==> config.mk <==
export PLATFORM = sky130hd
export DESIGN_NAME = if_fetch_unit
export DESIGN_NICKNAME = d
export VERILOG_FILES = /design/src/rtl/if_fetch_unit.sv
export SDC_FILE = /design/constraint.sdc
export NUM_CORES = 1
export LEC_CHECK = 0
export ABC_AREA = 1
export CORE_MARGIN = 1.5
export CORE_UTILIZATION = 35
export DETAILED_ROUTE_END_ITERATION = 12
export RECOVER_POWER = 25
export SYNTH_ARGS = -nofsm -noshare
export SYNTH_HDL_FRONTEND = slang
export SYNTH_SLANG_ARGS = --single-unit
==> constraint.sdc <==
create_clock -name clk -period 10.6 [get_ports clk]
set_input_delay 2.12 -clock clk [delete_from_list [all_inputs] [get_ports clk]]
set_output_delay 2.12 -clock clk [all_outputs]
set_load 0.05 [all_outputs]
==> src/rtl/if_fetch_unit.sv <==
// Instruction fetch front end. It issues word-aligned requests to instruction memory,
// collects in-order responses into a small buffer and hands instructions to decode.
module if_fetch_unit #(
    parameter int              XLEN     = 32,
    parameter logic [XLEN-1:0] RESET_PC = '0,
    parameter int              DEPTH    = 2
) (
    input  logic            clk,
    input  logic            rst,
    output logic            imem_req_valid,
    input  logic            imem_req_ready,
    output logic [XLEN-1:0] imem_req_addr,
    input  logic            imem_rsp_valid,
    input  logic [XLEN-1:0] imem_rsp_data,
    input  logic            redirect_valid,
    input  logic [XLEN-1:0] redirect_pc,
    output logic            instr_valid,
    input  logic            instr_ready,
    output logic [XLEN-1:0] instr,
    output logic [XLEN-1:0] instr_pc,
    output logic [6:0]      op_code,
    output logic [2:0]      funct3,
    output logic [6:0]      funct7
);

    localparam int              AW      = $clog2(DEPTH);
    localparam int              CW      = $clog2(DEPTH) + 1;
    localparam logic [CW:0]     DEPTH_C = (CW+1)'(DEPTH);
    localparam logic [XLEN-1:0] NOP     = XLEN'(32'h0000_0013);

    function automatic logic [XLEN-1:0] align_pc(input logic [XLEN-1:0] pc);
        return pc & ~XLEN'(3);
    endfunction

    logic [XLEN-1:0] fetch_pc;
    logic [CW-1:0]   pending;
    logic [CW-1:0]   drop;
    logic [CW-1:0]   count;
    logic            boot;
    logic [AW-1:0]   buf_rd;
    logic [AW-1:0]   buf_wr;
    logic [AW-1:0]   pcq_rd;
    logic [AW-1:0]   pcq_wr;

    logic [XLEN-1:0] buf_data [DEPTH];
    logic [XLEN-1:0] buf_pc   [DEPTH];
    logic [XLEN-1:0] pcq      [DEPTH];

    logic [CW:0] occupancy;
    logic        req_fire;
    logic        rsp_take;
    logic        push;
    logic        pop;

    // In-flight requests and buffered entries share one budget, so the buffer can never overflow.
    assign occupancy      = {1'b0, pending} + {1'b0, count};
    assign imem_req_valid = !rst && boot && !redirect_valid && (occupancy < DEPTH_C);
    assign imem_req_addr  = fetch_pc;
    assign req_fire       = imem_req_valid && imem_req_ready;

    // A response arriving in the redirect cycle belongs to the old path and is discarded.
    assign rsp_take = imem_rsp_valid && (pending != '0);
    assign push     = rsp_take && (drop == '0) && !redirect_valid;

    assign instr_valid = !rst && (count != '0);
    assign pop         = instr_valid && instr_ready;

    always_ff @(posedge clk) begin
        if (rst) begin
            fetch_pc <= RESET_PC;
            pending  <= '0;
            drop     <= '0;
            count    <= '0;
            boot     <= 1'b0;
            buf_rd   <= '0;
            buf_wr   <= '0;
            pcq_rd   <= '0;
            pcq_wr   <= '0;
        end else begin
            boot    <= 1'b1;
            pending <= pending + CW'(req_fire) - CW'(rsp_take);
            if (req_fire) pcq_wr <= pcq_wr + AW'(1);
            if (rsp_take) pcq_rd <= pcq_rd + AW'(1);
            if (redirect_valid) begin
                fetch_pc <= align_pc(redirect_pc);
                drop     <= pending - CW'(rsp_take);
                count    <= '0;
                buf_rd   <= '0;
                buf_wr   <= '0;
            end else begin
                if (req_fire) fetch_pc <= fetch_pc + XLEN'(4);
                if (rsp_take && (drop != '0)) drop <= drop - CW'(1);
                count <= count + CW'(push) - CW'(pop);
                if (push) buf_wr <= buf_wr + AW'(1);
                if (pop)  buf_rd <= buf_rd + AW'(1);
            end
        end
    end

    // Payload storage carries no reset; occupancy is tracked by the counters above.
    always_ff @(posedge clk) begin
        if (req_fire) pcq[pcq_wr] <= fetch_pc;
        if (push) begin
            buf_data[buf_wr] <= imem_rsp_data;
            buf_pc[buf_wr]   <= pcq[pcq_rd];
        end
    end

    assign instr    = instr_valid ? buf_data[buf_rd] : NOP;
    assign instr_pc = instr_valid ? buf_pc[buf_rd] : '0;
    assign op_code  = instr[6:0];
    assign funct3   = instr[14:12];
    assign funct7   = instr[31:25];

endmodule

==> results of run 1 <==
power by group through the flow:
stage,combinational [mW],sequential (mW),clock (mW)
after floorplan,0.169,1.09,0
final,0.255,1.07,0.896
after global placement,0.257,1.09,0
after global routing,0.279,1.08,0.952
after detailed placement,0.262,1.09,0
after CTS,0.264,1.07,0.920
worst register-to-register path, delay by kind of cell (launching register included):
kind / cells / cell delay [ps]
AND/OR/NAND/NOR: 8 / 1410
buffers and inverters: 2 / 230
flip-flops: 1 / 380
adder cells (fa/ha/maj): 1 / 420
cell type report:
class	count	area share, %
Inverter	132	3.83
Sequential cell	227	49.1
Timing Repair Buffer	186	14.2
Tap cell	384	3.69
Clock inverter	15	1.61
Clock buffer	30	4.95
Multi-Input combinational cell	482	22.6
flip-flops by register name, summed over array words and instances, names as in the netlist, 2 cells and up, named ones only:
name           count
drop               2
pending            2
pcq               60
imem_req_addr     30
count              2
buf_data          64
buf_pc            60
kinds of logic (layout without fill, tap and decap cells):
group	Yosys count	count (layout)	share of synthesized area, %
AOI/OAI and AO/OA	79	79	4.22
DFF	227	227	63.2
adders and majority gates	8	8	1.06
xor gates and xnor gates	8	8	0.693
other	1	4	0.0371
muxes	89	89	9.92
buffers and inverters	181	363	7.99
and+or+nand+nor	294	294	12.9
cells in the final DEF, fill, tap and decap left out, drive strengths merged, types with 6 or more instances in the layout:
cell type and count:
edfxtp 184, mux2 89, clkinv 8, nand2 192, clkbuf 30, ha 7, dfxtp 43, inv 132
a21oi 32, xor2 6, o21ai 34, clkdlybuf4s50 173, nand3 40, buf 8, nor2 54
stage by stage:
stage          worst slack [ps]  total power, mW  hold slack (ps)  utilization (%)
2_1_floorplan              4820             1.26              425                -
3_3_place_gp               3340             1.34              430             42.6
3_5_place_dp               3370             1.35              438             42.6
4_1_cts                    3360             2.25              456             45.6
5_1_grt                    3210             2.31              472             45.6
6_report                   3430             2.22              461             45.6
path summary, 6_finish.rpt:
kind	to	slack (ps)	cells past startpoint
max	instr_pc[19]	3430	9
min	pcq_rd$_SDFFE_PP0P_	460	1
max reg2reg	imem_req_addr[7]$_SDFFE_PP0P_	8030	11
min reg2reg	pcq_rd$_SDFFE_PP0P_	460	1
metal layers:
layer	up-vias	global-route usage (%)	part of all wire, %
li1	3269	-	-
met1	3135	19.8	46
met2	172	24.3	46
met3	20	2.77	5.9
met4	0	3.80	1.4
met5	-	0	0
==> run metrics, run 1 <==
status finished, violations left; violated checks capacitance limit, slew limit; Synth Register Bits 227; post-cts sizing count 0; Setup Skew 7.71 ps; post-route cell area 13000 um2; count leader, synth nand2_1; Avg Inst Size Synth 11.4 um2; cell count after synthesis 887; clock latency on the worst-skew pair 510 ps; post-route antenna net violation count 0; GRT Residual Overflow 0; Rows 62; Worst setup EP type output pin; RSZ-0062 raised after global routing false; Worst setup startpoint rst; HPWL after DPL 14.1 mm; Logic pwr share 11.5%; Fin Setup TNS 0 ps; hold buffers post-CTS 0; die height 173 um; Layout area overhead 28.7%; synthesized area 10100 um2; area share of the largest cell type after synthesis 54.7%; Cell variety after synth 36; vias in the first global route 6704; final hold vios 0; total track usage 14.7%; Synth top cells by count 187 x nand2_1, 184 x edfxtp_1, 129 x inv_1; Crit Path Category in -> out; share of layout cells above drive strength 1 13.9%; antenna violations before repair 0; Worst setup SP type primary input; post-CTS setup buffers 0; port bufs 178; Hold Path Origin pcq_rd$_SDFFE_PP0P_; CTS buffer count 25; largest cells by area after synthesis edfxtp_1 55%, mux2_2 9.9%, dfxtp_1 8.5%; Register Area 6390 um2; placed cell area 12200 um2; Post-Route WL 22.0 mm; clk sinks 227; relative slew slack -0.0992%; crit path max fanout 42; Die Width 173 um; Min-Delay Path Class reg -> reg; largest net degree at the start of global routing 66; Yosys top cell by area edfxtp_1; Int Power 1.69 mW; wire length per cell 15.1 um; CP max stage delay 820 ps; min cycle time layout 7170 ps; first-pass GRT wire length 35.2 mm; Clock Tree Root clkbuf_16; core area 28500 um2; Reg clk slew, reported paths 60 ps; initial detailed-routing violation count 358; arrival time worst endpoint 5050 ps; Initial Util 35.4%; asr flop ratio synth 0%; layout filler cell count 2679; Clk pwr share 40.4%; multi-input logic area 2940 um2; Boundary Pins 185; Top delay family on crit path buffers and inverters; Post-synth EDFFs 184; Inst Count DP 1411; Final Setup Violations 0; TritonRoute pass-1 iters 4; slowest CP cell clkdlybuf4s50_1; Die ar. 29900 um2; worst slew pin tran 1500 ps; data required time of the worst path 8480 ps; Sw Pwr 0.532 mW; clock buffer depth 3; Reg-to-Reg Start pending[0]$_SDFF_PP0_; vias per cell 4.53; vias after detailed routing 6596; Reg power frac 48.2%; fmax 0.139 GHz; static leakage 4.90 nW; Final period util 67.7%; Ys Warns 0; Max-Cap Viols 1; Seq/Total Area, Yosys 63.2%; Crit path buffers/inverters 7; Placer Congestion 0.806; non-filler cells, final 1456; Nets 1132; DRC viols 0; CTS tree built; predominant post-synthesis flop cell edfxtp_1; fin. max-slew vios 22; CP Cell Sequence clkdlybuf4s50_1, buf_4, inv_2, o21ai_0, inv_2, buf_4, nand2_1, inv_1, clkdlybuf4s50_1; htree depth 1; Power Dens Cells 171 nW/um2; Sw Share 24.0%; diode count 0; Peak VDD IR 0.0973 mV
Note: power is estimated with default switching activity, not from simulation.
==> run 2, diff against run 1 <==
==> constraint.sdc (replaced) <==
create_clock -name clk -period 6.3 [get_ports clk]
set_input_delay 1.26 -clock clk [delete_from_list [all_inputs] [get_ports clk]]
set_output_delay 1.26 -clock clk [all_outputs]
set_load 0.05 [all_outputs]
==> run metrics, run 2 (synthesized netlist as in run 1, its figures left out) <==
commonest non-fill, non-tap cell in the layout nand2_1; Die Width 173 um (unchanged); post-CTS setup buffers 0 (unchanged); Most flops, register buf_data; Top delay family on crit path buffers and inverters; FF-to-FF End imem_req_addr[7]$_SDFFE_PP0P_; slowest CP cell clkdlybuf4s50_1; CTS buffer count 25 (unchanged); vias after detailed routing 6561 (-0.53%); fmax 0.202 GHz; first-pass GRT wire length 34.9 mm (-1.1%); Top Registers buf_data: 64 flops, buf_pc: 60 flops, pcq: 60 flops; Final Setup Violations 0 (unchanged); Setup Skew 9.84 ps (+2.13 ps); Nets 1137 (+0.44%); CTS tree built; reg2reg path depth 11 (unchanged); Worst setup startpoint rst; R2R Setup Slk 3710 ps (-4320 ps); largest net degree at the start of global routing 66 (unchanged); CP Cell Sequence clkdlybuf4s50_1, inv_2, o21ai_0, inv_2, buf_4, nand2_1, inv_1, clkdlybuf4s50_1; final hold vios 0 (unchanged); share of layout cells above drive strength 1 14.2% (+0.33 points); Reg clk slew, reported paths 60 ps (about the same); hold_ws 456 ps (-5.71 ps); post-route antenna net violation count 0 (unchanged); clock latency on the worst-skew pair 510 ps (about the same); Die ar. 29900 um2 (unchanged); Worst setup EP type output pin; Worst setup SP type primary input; Placer Congestion 0.802 (-0.50%); clock buffer depth 3 (unchanged); Peak VDD IR 0.161 mV (+65%); hold buffers post-CTS 0 (unchanged); data required time of the worst path 5040 ps (-3440 ps); Worst Setup EP instr_pc[21]; WP depth 8 (-1); HPWL after DPL 14.6 mm (+3.4%); Reg-to-Reg Start pending[0]$_SDFF_PP0_; static leakage 4.89 nW (-0.18%); fin. max-slew vios 31 (+41%); Min-Delay Path Class reg -> reg; most frequent cells in the layout 187 x nand2_1, 184 x edfxtp_1, 161 x clkdlybuf4s50_1; vias in the first global route 6578 (-1.9%); Final period util 78.5%; Initial Util 35.4% (unchanged); Post-Route WL 21.8 mm (-1.0%); status finished, violations left; clk sinks 227 (unchanged); number of flip-flops in the largest register 64 (unchanged); worst slew pin tran 1740 ps (+240 ps); Max-Cap Viols 1 (unchanged); crit path max fanout 28 (-33%); post-cts sizing count 0 (unchanged); GRT Residual Overflow 0 (unchanged); Fin Setup TNS 0 ps (unchanged); layout filler cell count 2693 (+0.52%); Crit Path Category in -> out; TritonRoute pass-1 iters 4 (unchanged); port bufs 178 (unchanged); post-route cell area 13000 um2 (-0.24%); RSZ-0062 raised after global routing false; Rows 62 (unchanged); Clock Tree Root clkbuf_16; Boundary Pins 185 (unchanged); wire length per cell 14.9 um (-1.2%); placed cell area 12200 um2 (+0.50%); CP max stage delay 790 ps (-30 ps); antenna violations before repair 0 (unchanged); min cycle time layout 4940 ps; post-layout util 45.5% (-0.11 points); relative slew slack -16.0% (-16 points); DRC viols 0 (unchanged); vias per cell 4.50 (-0.74%); diode count 0 (unchanged); Crit path buffers/inverters 6 (-1); htree depth 1 (unchanged); core area 28500 um2 (unchanged); total track usage 14.6% (-0.089 points); Layout area overhead 28.4%; arrival time worst endpoint 3680 ps (-1370 ps); initial detailed-routing violation count 424 (+18%); die height 173 um (unchanged); violated checks capacitance limit, slew limit; Power Dens Cells 278 nW/um2 (+63%)
run 2: changes by cell type in the layout (fill, tap and decap cells not counted), moves of 3 or more:
cell             before  now
mux2_1               19   13
clkdlybuf4s50_1     173  161
dlygate4sd3_1         5   17
clkbuf_1              5   10
bufinv_16             5    2
mux2_2               70   76
run 2: metrics by stage:
step	std cells	power [mW]	setup slack, ps
6_report	1459	3.61	1360
5_1_grt	1459	3.76	1170
4_1_cts	1459	3.67	1310
3_5_place_dp	1416	2.28	1300
3_3_place_gp	1416	2.27	1330
2_1_floorplan	890	2.11	1570
run 2: final cells by class:
cell class / count / area (um2) / share of cell area [%]
multi-input cells: 482 / 2940 / 22.7
repair buffers: 191 / 1900 / 14.6
well taps: 384 / 480 / 3.70
flip-flops and latches: 227 / 6390 / 49.2
inverters: 132 / 498 / 3.84
clock buffers: 35 / 673 / 5.19
clock inverters: 8 / 90.1 / 0.694
run 2: worst min path at each step:
stage | start | end | slack, ps | cells after the start
after floorplan | pcq_rd$_SDFFE_PP0P_ | register | 430 | 1
after global placement | pcq_rd$_SDFFE_PP0P_ | pcq_rd$_SDFFE_PP0P_ | 430 | 1
after detailed placement | pcq_rd$_SDFFE_PP0P_ | register | 440 | 1
after CTS | pcq_rd$_SDFFE_PP0P_ | register | 460 | 1
after global routing | pcq_rd$_SDFFE_PP0P_ | pcq_rd$_SDFFE_PP0P_ | 490 | 1
final | pcq_rd$_SDFFE_PP0P_ | register | 460 | 1
run 2: report_power, final:
part           leakage [nW]  switching (mW)  total (mW)  internal (mW)
logic                  2.50           0.277       0.467          0.190
clock network         0.371           0.549        1.37          0.822
registers              2.03          0.0477        1.77           1.72
run 2: worst reg2reg max path: stages, from the launching register on:
cell and delay (ps):
dfxtp_1 400, nand2_1 80, inv_1 60, fa_1 410, nor2_2 200, nand4_4 200, nand2_1 690, inv_4 170
nand2_1 100, nand2_1 50, nor2_1 80, nor2_1 40
run 2: metal layers:
metal,routed length (um),share of wire [%],vias up,track usage (%)
li1,-,-,3290,-
met1,10200,47,3055,19.9
met2,9900,45,177,23.6
met3,1140,5.2,39,2.29
met4,545,2.5,0,5.04
met5,0,0,-,0
